$ cat config.mk
export PLATFORM = sky130hd
export DESIGN_NAME = hdmi_i2c_config_sequencer_flat
export DESIGN_NICKNAME = d
export VERILOG_FILES = /design/src/rtl/hdmi_i2c_config_sequencer_if.sv /design/src/rtl/hdmi_i2c_config_sequencer.sv /design/src/flat_wrapper.sv
export SDC_FILE = /design/constraint.sdc
export NUM_CORES = 1
export LEC_CHECK = 0
export CAP_MARGIN = 20
export CORE_ASPECT_RATIO = 1.5
export CORE_MARGIN = 5
export CORE_UTILIZATION = 54
export DETAILED_ROUTE_END_ITERATION = 7
export MAX_ROUTING_LAYER = met4
export PLACE_DENSITY = 0.8
export SKIP_CTS_REPAIR_TIMING = 1
export SYNTH_ARGS = -nofsm -noshare
export SYNTH_HDL_FRONTEND = slang
export SYNTH_SLANG_ARGS = --single-unit
$ cat constraint.sdc
create_clock -name refClock -period 3.32 [get_ports refClock]
set_input_delay 0.332 -clock refClock [delete_from_list [all_inputs] [get_ports refClock]]
set_output_delay 0.332 -clock refClock [all_outputs]
set_load 0.03 [all_outputs]
$ cat src/rtl/hdmi_i2c_config_sequencer_if.sv
// Command/handshake bundle between the HDMI config sequencer and the I2C engine.
// The sequencer is the master; the I2C engine is the slave.
interface hdmi_i2c_config_sequencer_if;
   logic [23:0] dataOut;
   logic        i2cGo;
   logic        i2cComplete;

   modport master (
      output dataOut,
      output i2cGo,
      input  i2cComplete
   );

   modport slave (
      input  dataOut,
      input  i2cGo,
      output i2cComplete
   );
endinterface

$ cat src/rtl/hdmi_i2c_config_sequencer.sv
// Walks a register table and issues one 24-bit I2C write per entry to bring up
// the HDMI transmitter, with timeout/retry and hot-plug triggered reprogramming.
module hdmi_i2c_config_sequencer #(
   parameter logic [7:0] SLAVE_ADDR     = 8'h72,
   parameter int         NUM_WRITES     = 32,
   parameter int         INDEX_WIDTH    = 6,
   parameter int         STARTUP_CYCLES = 10_000_000,
   parameter int         GAP_CYCLES     = 500,
   parameter int         TIMEOUT_CYCLES = 50_000,
   parameter int         MAX_RETRIES    = 3
) (
   input  logic                       refClock,
   input  logic                       reset_n,
   input  logic                       hpd,
   output logic [INDEX_WIDTH-1:0]     tableIndex,
   input  logic [15:0]                tableData,
   hdmi_i2c_config_sequencer_if.master i2c,
   output logic                       configDone,
   output logic                       configError
);

   localparam int RW = $clog2(MAX_RETRIES + 1);

   localparam logic [23:0] STARTUP_LAST = 24'(STARTUP_CYCLES - 1);
   localparam logic [23:0] GAP_LAST     = 24'(GAP_CYCLES - 1);
   localparam logic [23:0] TIMEOUT_LAST = 24'(TIMEOUT_CYCLES - 1);

   localparam logic [INDEX_WIDTH-1:0] INDEX_LAST = INDEX_WIDTH'(NUM_WRITES - 1);
   localparam logic [RW-1:0]          RETRY_LAST = RW'(MAX_RETRIES - 1);

   typedef enum logic [3:0] {
      S_STARTUP,
      S_LOAD,
      S_GO,
      S_WAIT_BUSY,
      S_WAIT_DONE,
      S_RETRY,
      S_GAP,
      S_DONE,
      S_ERROR
   } state_t;

   state_t         state;
   logic [23:0]    cnt;
   logic [RW-1:0]  retries;
   logic           success;
   logic           hpd_meta;
   logic           hpd_sync;
   logic           hpd_prev;
   logic           hpdPending;

   always_ff @(posedge refClock) begin
      if (!reset_n) begin
         state       <= S_STARTUP;
         cnt         <= '0;
         retries     <= '0;
         success     <= 1'b0;
         hpd_meta    <= 1'b0;
         hpd_sync    <= 1'b0;
         hpd_prev    <= 1'b0;
         hpdPending  <= 1'b0;
         tableIndex  <= '0;
         i2c.dataOut <= '0;
         i2c.i2cGo   <= 1'b0;
         configDone  <= 1'b0;
         configError <= 1'b0;
      end else begin
         hpd_meta <= hpd;
         hpd_sync <= hpd_meta;
         hpd_prev <= hpd_sync;

         unique case (state)
            S_STARTUP: begin
               tableIndex <= '0;
               retries    <= '0;
               if (cnt == STARTUP_LAST) begin
                  cnt   <= '0;
                  state <= S_LOAD;
               end else begin
                  cnt <= cnt + 24'd1;
               end
            end

            S_LOAD: begin
               i2c.dataOut <= {SLAVE_ADDR, tableData};
               state       <= S_GO;
            end

            S_GO: begin
               i2c.i2cGo <= 1'b1;
               cnt       <= '0;
               state     <= S_WAIT_BUSY;
            end

            // Go stays high until the engine, on its slower clock, reports busy.
            S_WAIT_BUSY: begin
               if (!i2c.i2cComplete) begin
                  i2c.i2cGo <= 1'b0;
                  cnt       <= '0;
                  state     <= S_WAIT_DONE;
               end else if (cnt == TIMEOUT_LAST) begin
                  state <= S_RETRY;
               end else begin
                  cnt <= cnt + 24'd1;
               end
            end

            S_WAIT_DONE: begin
               if (i2c.i2cComplete) begin
                  success <= 1'b1;
                  cnt     <= '0;
                  state   <= S_GAP;
               end else if (cnt == TIMEOUT_LAST) begin
                  state <= S_RETRY;
               end else begin
                  cnt <= cnt + 24'd1;
               end
            end

            S_RETRY: begin
               i2c.i2cGo <= 1'b0;
               retries   <= retries + RW'(1);
               cnt       <= '0;
               if (retries == RETRY_LAST) begin
                  configError <= 1'b1;
                  state       <= S_ERROR;
               end else begin
                  success <= 1'b0;
                  state   <= S_GAP;
               end
            end

            // A pending hot-plug beats the normal advance and restarts at 0.
            S_GAP: begin
               if (cnt == GAP_LAST) begin
                  cnt <= '0;
                  if (hpdPending) begin
                     hpdPending <= 1'b0;
                     tableIndex <= '0;
                     retries    <= '0;
                     success    <= 1'b0;
                     state      <= S_LOAD;
                  end else if (!success) begin
                     state <= S_LOAD;
                  end else if (tableIndex == INDEX_LAST) begin
                     configDone <= 1'b1;
                     state      <= S_DONE;
                  end else begin
                     tableIndex <= tableIndex + INDEX_WIDTH'(1);
                     retries    <= '0;
                     state      <= S_LOAD;
                  end
               end else begin
                  cnt <= cnt + 24'd1;
               end
            end

            S_DONE: begin
               if (hpdPending) begin
                  hpdPending <= 1'b0;
                  configDone <= 1'b0;
                  tableIndex <= '0;
                  retries    <= '0;
                  success    <= 1'b0;
                  cnt        <= '0;
                  state      <= S_GAP;
               end
            end

            S_ERROR: begin
               i2c.i2cGo <= 1'b0;
               if (hpdPending) begin
                  hpdPending  <= 1'b0;
                  configError <= 1'b0;
                  tableIndex  <= '0;
                  retries     <= '0;
                  success     <= 1'b0;
                  cnt         <= '0;
                  state       <= S_GAP;
               end
            end

            default: state <= S_STARTUP;
         endcase

         // A fresh edge wins over a same-cycle clear so it is never lost.
         if (hpd_sync && !hpd_prev) hpdPending <= 1'b1;
      end
   end

endmodule

$ cat src/flat_wrapper.sv
// flat-port wrapper written by rule: the top's interface ports become plain ports
module hdmi_i2c_config_sequencer_flat 
#(
   parameter logic [7:0] SLAVE_ADDR     = 8'h72,
   parameter int         NUM_WRITES     = 32,
   parameter int         INDEX_WIDTH    = 6,
   parameter int         STARTUP_CYCLES = 10_000_000,
   parameter int         GAP_CYCLES     = 500,
   parameter int         TIMEOUT_CYCLES = 50_000,
   parameter int         MAX_RETRIES    = 3
)
  (refClock, reset_n, hpd, tableIndex, tableData, configDone, configError, i2c_dataOut, i2c_i2cGo, i2c_i2cComplete);
  hdmi_i2c_config_sequencer_if i2c_i ();
  input  logic refClock;
  input  logic reset_n;
  input  logic hpd;
  output logic [INDEX_WIDTH-1:0] tableIndex;
  input  logic [15:0] tableData;
  output logic configDone;
  output logic configError;
  output wire logic [$bits(i2c_i.dataOut)-1:0] i2c_dataOut;
  output wire logic [$bits(i2c_i.i2cGo)-1:0] i2c_i2cGo;
  input wire logic [$bits(i2c_i.i2cComplete)-1:0] i2c_i2cComplete;
  assign i2c_dataOut = i2c_i.dataOut;
  assign i2c_i2cGo = i2c_i.i2cGo;
  assign i2c_i.i2cComplete = i2c_i2cComplete;
  hdmi_i2c_config_sequencer #(.SLAVE_ADDR(SLAVE_ADDR), .NUM_WRITES(NUM_WRITES), .INDEX_WIDTH(INDEX_WIDTH), .STARTUP_CYCLES(STARTUP_CYCLES), .GAP_CYCLES(GAP_CYCLES), .TIMEOUT_CYCLES(TIMEOUT_CYCLES), .MAX_RETRIES(MAX_RETRIES)) u_core (.refClock(refClock), .reset_n(reset_n), .hpd(hpd), .tableIndex(tableIndex), .tableData(tableData), .i2c(i2c_i), .configDone(configDone), .configError(configError));
endmodule
==> metrics.csv, run 1 <==
stage,metric,value,unit
setup_path,"Max FO, Critical Path",19,
yosys,top_reg_cell synth,dfxtp_1,
finish,Fillers,531,
power,Cell Pwr Density,391,mW/mm2
clocking,CTS buffer count,9,
power,P_leak,1.43,nW
finish,post-route non-filler standard cell count,538,
yosys,Synth Register Bits,61,
hold_path,worst min-delay path category,reg2reg,
global_routing,met1 Use GR,24.4,%
global_routing,largest net degree at the start of global routing,27,
route,Routed WL,8290,um
placement,DP Cell Count,522,
power,Comb power frac,4.2,%
power,register share of total power,47.8,%
route,post-DR vias/cell,6.03,
setup_path,CP Launch Type,flip-flop,
placement,port bufs,48,
sta,"Min Clock Period, post-route",2.91,ns
clocking,CTS max path bufs,2,
setup_path,Worst Reg-to-Reg Cells,6,
sta,fmax,344,MHz
global_routing,GR Util All Layers,22.0,%
global_routing,initial antenna violation count,0,
setup_path,Setup CP Type,reg2reg,
setup_path,CP arrival,3.14,ns
clocking,CTS tree,done,
sta,setup TNS,0,ns
setup_path,Worst Path Required,3.55,ns
power,sw power,0.364,mW
route,DRT iter0 DRCs,285,
route,Detailed Routing Iterations Pass 1,5,
finish,"commonest cells after routing, fill and taps aside","nand2_1, dfxtp_1, clkdlybuf4s50_1",
sta,RSZ-0062 raised after global routing,false,
placement,GP Congestion,0.930,
yosys,post-synthesis sequential area ratio,36.9,%
power,switching part of the total,23.3,%
sta,Tightest Pin Transition,0.781,ns
job,Max-Cap Viols,0,
sta,Layout Skew,0.00930,ns
floorplan,die area,0.00782,mm2
finish,"Area growth, synth to finish",20.7,%
hold_path,hold depth,1,
global_routing,met3 Resource Use GR,3.24,%
yosys,number of flops mapped to enable cells by yosys,0,
finish,final net count,482,
floorplan,FP Rows,35,
route,DRC,0,
clocking,Root Driver,clkbuf_8,
clocking,clock slew at reported path FFs,0.08,ns
setup_path,crit-path most repeated cell,or4_1,
power,Int Pwr,1.20,mW
setup_path,slowest CP cell,or4_1,
global_routing,vias in the first global route,3023,
floorplan,Initial Util,54.7,%
floorplan,Ports,53,
global_routing,GR peak layer,met2,
global_routing,GR Layer Usage met2,36.5,%
setup_path,worst path bufs/invs,0,
finish,Diodes inserted,0,
finish,share of layout cells above drive strength 1,8.41,%
yosys,Synth Cell Area,0.00331,mm2
status,status,"complete, no violations",
finish,Reg area,0.00122,mm2
route,DR vias,3246,
global_routing,GRT Residual Overflow,0,
clocking,CTS Sinks,61,
setup_path,"slowest stage delay, CP",0.64,ns
sta,period utilisation layout,87.6,%
power,Clk network pwr share,48.0,%
finish,"commonest non-fill, non-tap cell in the layout",nand2_1,
floorplan,core outline area,0.00604,mm2
floorplan,Die Height,106,um
clocking,H-tree depth,3,
setup_path,crit-path cells,or4_1 > or4_1 > o21a_4 > o31a_1 > a22oi_1 > o41ai_1,
setup_path,top cell family by delay on the critical path,compound AO/OA/AOI/OAI gates,
sta,worst rel slew slack,47.9,%
power,peak supply drop,0.397,mV
yosys,Yosys warning count,0,
sta,Max Slew Vio Count,0,
route,remaining antenna violation count,0,
setup_path,Crit. End Element,flip-flop,
yosys,async set-reset flop share out of synthesis,0,%
finish,multi-input combinational cell area,0.00187,mm2
yosys,Avg Inst Size Synth,7.83,um2
global_routing,global-route wire length before repair,13500,um
floorplan,Chip Width,73.9,um
sta,Setup Viol. Count Final,0,
placement,DP HPWL,5880,um
yosys,Yosys cell types,68,
route,WL/cell,15.4,um
yosys,Mapped Cells,422,
sta,final hold violation count,0,
clocking,Worst-Skew Late Latency,0.35,ns
setup_path,Critical Path Stages,6,
-- per-layer routing --
layer	up-vias	part of all wire (%)
met2	133	50
met1	1481	41
met3	28	5.7
li1	1604	-
met4	0	3.4
met5	-	0
-- power groups by stage --
stage / logic (mW) / registers (mW) / clock network (mW)
finish: 0.0658 / 0.746 / 0.748
global route: 0.0720 / 0.747 / 0.784
CTS: 0.0655 / 0.746 / 0.751
detailed placement: 0.0652 / 0.763 / 0
global placement: 0.0645 / 0.763 / 0
floorplan: 0.0417 / 0.760 / 0
-- cell families (layout without fill, tap and decap cells) --
logic type,Yosys count,count (layout),share of synthesized area [%]
AND/OR/NAND/NOR,197,197,31.6
AO/OA/AOI/OAI,106,106,21.0
flip-flops,61,61,36.9
buffers and inverters,46,85,7.00
XOR/XNOR,6,6,1.59
adder cells (fa/ha/maj),3,3,1.14
multiplexers,2,2,0.606
other,1,4,0.113
-- flip-flops by register name (all words and copies together) (netlist names) --
name	cells
u_core.cnt	24
u_core.i2c.dataOut	17
u_core.tableIndex	6
u_core.state	4
u_core.retries	2
u_core.configDone	1
u_core.configError	1
u_core.hpdPending	1
u_core.hpd_meta	1
u_core.hpd_prev	1
u_core.hpd_sync	1
u_core.i2c.i2cGo	1
u_core.success	1
-- final timing paths --
kind	startpoint	to	slack (ns)
worst max-delay path	u_core.cnt[17]	u_core.cnt[16]	0.41
worst min-delay path	u_core.hpd_meta	u_core.hpd_sync	0.45
worst min register to register	u_core.hpd_meta	u_core.hpd_sync	0.45
worst max register to register	u_core.cnt[17]	u_core.cnt[16]	0.41
-- cell usage after synthesis (3+ instances only) --
master    count  area, um2
or3_1        13       81.3
xnor2_1       5       43.8
or4_1         4       30.0
nand3_1      28        140
or4b_2        3       30.0
a21oi_1      34        170
o21ai_1       3       15.0
nand4_1      10       62.6
nand2_1      63        236
nor3_1        4       20.0
o21ai_0      19       95.1
nor4_1        7       43.8
o21a_1        4       30.0
inv_1        13       48.8
dfxtp_1      61       1220
nor2_1       24       90.1
nand2b_1      5       31.3
and3_1       10       62.6
a31o_2        3       26.3
a21o_1        3       22.5
clkbuf_1     19       71.3
o21bai_1      3       22.5
buf_4         8       60.1
and2_1        6       37.5
ha_1          3       37.5
a22oi_1       4       30.0
a31oi_1       5       31.3
o31ai_1       3       22.5
-- per-stage QoR --
step           hold slack, ns  power, mW  setup WS [ns]  area, um2  utilization, %
2_1_floorplan           0.412      0.801          0.688       3320               -
3_3_place_gp            0.434      0.827          0.411       3770            62.4
3_5_place_dp            0.441      0.828          0.397       3770            62.4
4_1_cts                 0.460       1.56          0.437       3990            66.0
5_1_grt                 0.483       1.60          0.242       3990            66.0
6_report                0.455       1.56          0.412       3990            66.0
-- layout make-up --
cell class,count,area share (%)
inverter,14,1.32
clock inverter,7,2.48
timing repair buffer,55,13.4
clock buffer,9,3.10
sequential,61,30.6
multi-input combinational,318,46.8
tap,74,2.32
-- worst register-to-register path: cells and delay by family (launching register included) --
family | cells | cell delay (ns)
AO/OA/AOI/OAI | 4 | 1.23
flip-flops | 1 | 0.36
AND/OR/NAND/NOR | 2 | 1.21
Note: power is estimated with default switching activity, not from simulation.
==> run 2: changes to the inputs <==
CAP_MARGIN = default   (was 20)
==> results of run 2 <==
No change in the layout: final DEF, timing and power equal those of run 1.
==> run 3: changes to the inputs <==
CORE_UTILIZATION = 56   (was 54)
CTS_BUF_LIST = sky130_fd_sc_hd__clkbuf_4   (was default)
PLACE_DENSITY = 0.83   (was 0.8)
==> metrics.csv, run 3 (synthesis results as in run 1) <==
stage,metric,value,unit,change
global_routing,GR Util All Layers,23.2,%,+1.2 points
setup_path,CP Launch Type,flip-flop,,
setup_path,Setup CP Type,reg2reg,,
global_routing,met3 Resource Use GR,4.26,%,+1.0 points
route,remaining antenna violation count,0,,unchanged
global_routing,global-route wire length before repair,13900,um,+2.9%
floorplan,die area,0.00757,mm2,-3.2%
clocking,clock slew at reported path FFs,0.12,ns,+0.04 ns
finish,"commonest cells after routing, fill and taps aside","nand2_1, dfxtp_1, clkdlybuf4s50_1",,
route,Routed WL,8420,um,+1.6%
power,Cell Pwr Density,324,mW/mm2,-17%
route,Detailed Routing Iterations Pass 1,7,,+2
sta,fmax,343,MHz,-0.30%
finish,Largest regs,"u_core.cnt (24), u_core.i2c.dataOut (17), u_core.tableIndex (6)",,
finish,"Area growth, synth to finish",18.0,%,
placement,DP HPWL,6020,um,+2.4%
global_routing,vias in the first global route,3118,,+3.1%
route,WL/cell,15.6,um,+1.6%
power,P_leak,1.39,nW,-2.3%
global_routing,GR Layer Usage met2,40.1,%,+3.6 points
sta,period utilisation layout,87.9,%,+0.26 points
sta,final hold violation count,0,,unchanged
finish,Largest Register,u_core.cnt,,
global_routing,initial antenna violation count,0,,unchanged
power,peak supply drop,0.220,mV,-45%
floorplan,FP Rows,34,,-2.9%
floorplan,Die Height,104,um,-1.6%
route,post-DR vias/cell,6.11,,+1.2%
finish,share of layout cells above drive strength 1,8.80,%,+0.39 points
floorplan,Initial Util,57.1,%,+2.4 points
finish,max reg flops,24,,unchanged
floorplan,Chip Width,72.7,um,-1.6%
route,DRT iter0 DRCs,323,,+13%
hold_path,worst min-delay path category,in2reg,,
clocking,H-tree depth,3,,unchanged
sta,Max Slew Vio Count,0,,unchanged
sta,worst rel slew slack,50.6,%,+2.7 points
global_routing,GR peak layer,met2,,
clocking,CTS Sinks,61,,unchanged
clocking,Root Driver,clkbuf_4,,
global_routing,largest net degree at the start of global routing,27,,unchanged
floorplan,core outline area,0.00579,mm2,-4.3%
setup_path,Worst Path Required,3.62,ns,+0.07 ns
clocking,CTS buffer count,9,,unchanged
finish,"commonest non-fill, non-tap cell in the layout",nand2_1,,
sta,Tightest Pin Transition,0.740,ns,-0.0406 ns
sta,RSZ-0062 raised after global routing,false,,
sta,Setup Viol. Count Final,0,,unchanged
clocking,Worst-Skew Late Latency,0.43,ns,+0.08 ns
sta,setup TNS,0,ns,unchanged
global_routing,met1 Use GR,25.1,%,+0.70 points
finish,final net count,484,,+0.41%
setup_path,Crit. End Element,flip-flop,,
job,Max-Cap Viols,0,,unchanged
setup_path,"Max FO, Critical Path",19,,unchanged
power,total power,1.26,mW,-19%
global_routing,GRT Residual Overflow,0,,unchanged
status,status,"complete, no violations",,
clocking,CTS tree,done,,
placement,port bufs,48,,unchanged
setup_path,CP arrival,3.22,ns,+0.08 ns
sta,"Min Clock Period, post-route",2.92,ns,+0.00867 ns
placement,GP Congestion,1.00,,+7.7%
sta,Layout Skew,0.0245,ns,+0.0152 ns
route,DR vias,3285,,+1.2%
clocking,CTS max path bufs,2,,unchanged
floorplan,Ports,53,,unchanged
route,DRC,0,,unchanged
finish,Diodes inserted,0,,unchanged
-- run 3: path summary, 6_finish.rpt --
| path | startpoint | endpoint | slack [ns] | depth (start not counted) |
|---|---|---|---|---|
| setup reg to reg | u_core.cnt[17] | u_core.cnt[14] | 0.40 | 6 |
| hold / removal | tableData[8] | u_core.i2c.dataOut[8] | 0.43 | 3 |
| setup / recovery | u_core.cnt[17] | u_core.cnt[14] | 0.40 | 6 |
| hold reg to reg | u_core.hpd_meta | u_core.hpd_sync | 0.45 | 1 |
-- run 3: per-stage QoR --
step / util [%] / instance area [um2] / worst slack, ns / std cells / hold slack, ns
finish: 67.4 / 3900 / 0.403 / 538 / 0.432
global route: 67.4 / 3900 / 0.248 / 538 / 0.442
CTS: 67.4 / 3900 / 0.393 / 538 / 0.423
detailed placement: 65.4 / 3780 / 0.363 / 522 / 0.441
global placement: 65.4 / 3780 / 0.438 / 522 / 0.436
floorplan: - / 3320 / 0.688 / 425 / 0.412
-- run 3: area by class of cell --
| type | instances | area (um2) |
|---|---|---|
| Fill cell | 510 | 1880 |
| Sequential cell | 61 | 1220 |
| Clock inverter | 7 | 52.6 |
| Clock buffer | 9 | 67.6 |
| Inverter | 14 | 52.6 |
| Tap cell | 72 | 90.1 |
| Multi-Input combinational cell | 318 | 1870 |
| Timing Repair Buffer | 57 | 548 |
-- run 3: critical path: stages (launching register included) --
cell and delay, ns:
dfxtp_1 0.38, or4_1 0.56, or4_1 0.65, o21a_4 0.31, o31a_1 0.54, a31oi_1 0.25, o31ai_1 0.10
-- run 3: power by group --
part	internal [mW]	switching, mW
Sequential	0.738	0.00857
Combinational	0.0322	0.0337
Clock	0.155	0.294
-- run 3: routing by layer --
| layer | share of wire (%) | wire length (um) |
|---|---|---|
| met1 | 38 | 3160 |
| met4 | 3.6 | 303 |
| met3 | 6.8 | 572 |
| met5 | 0 | 0 |
| met2 | 52 | 4380 |
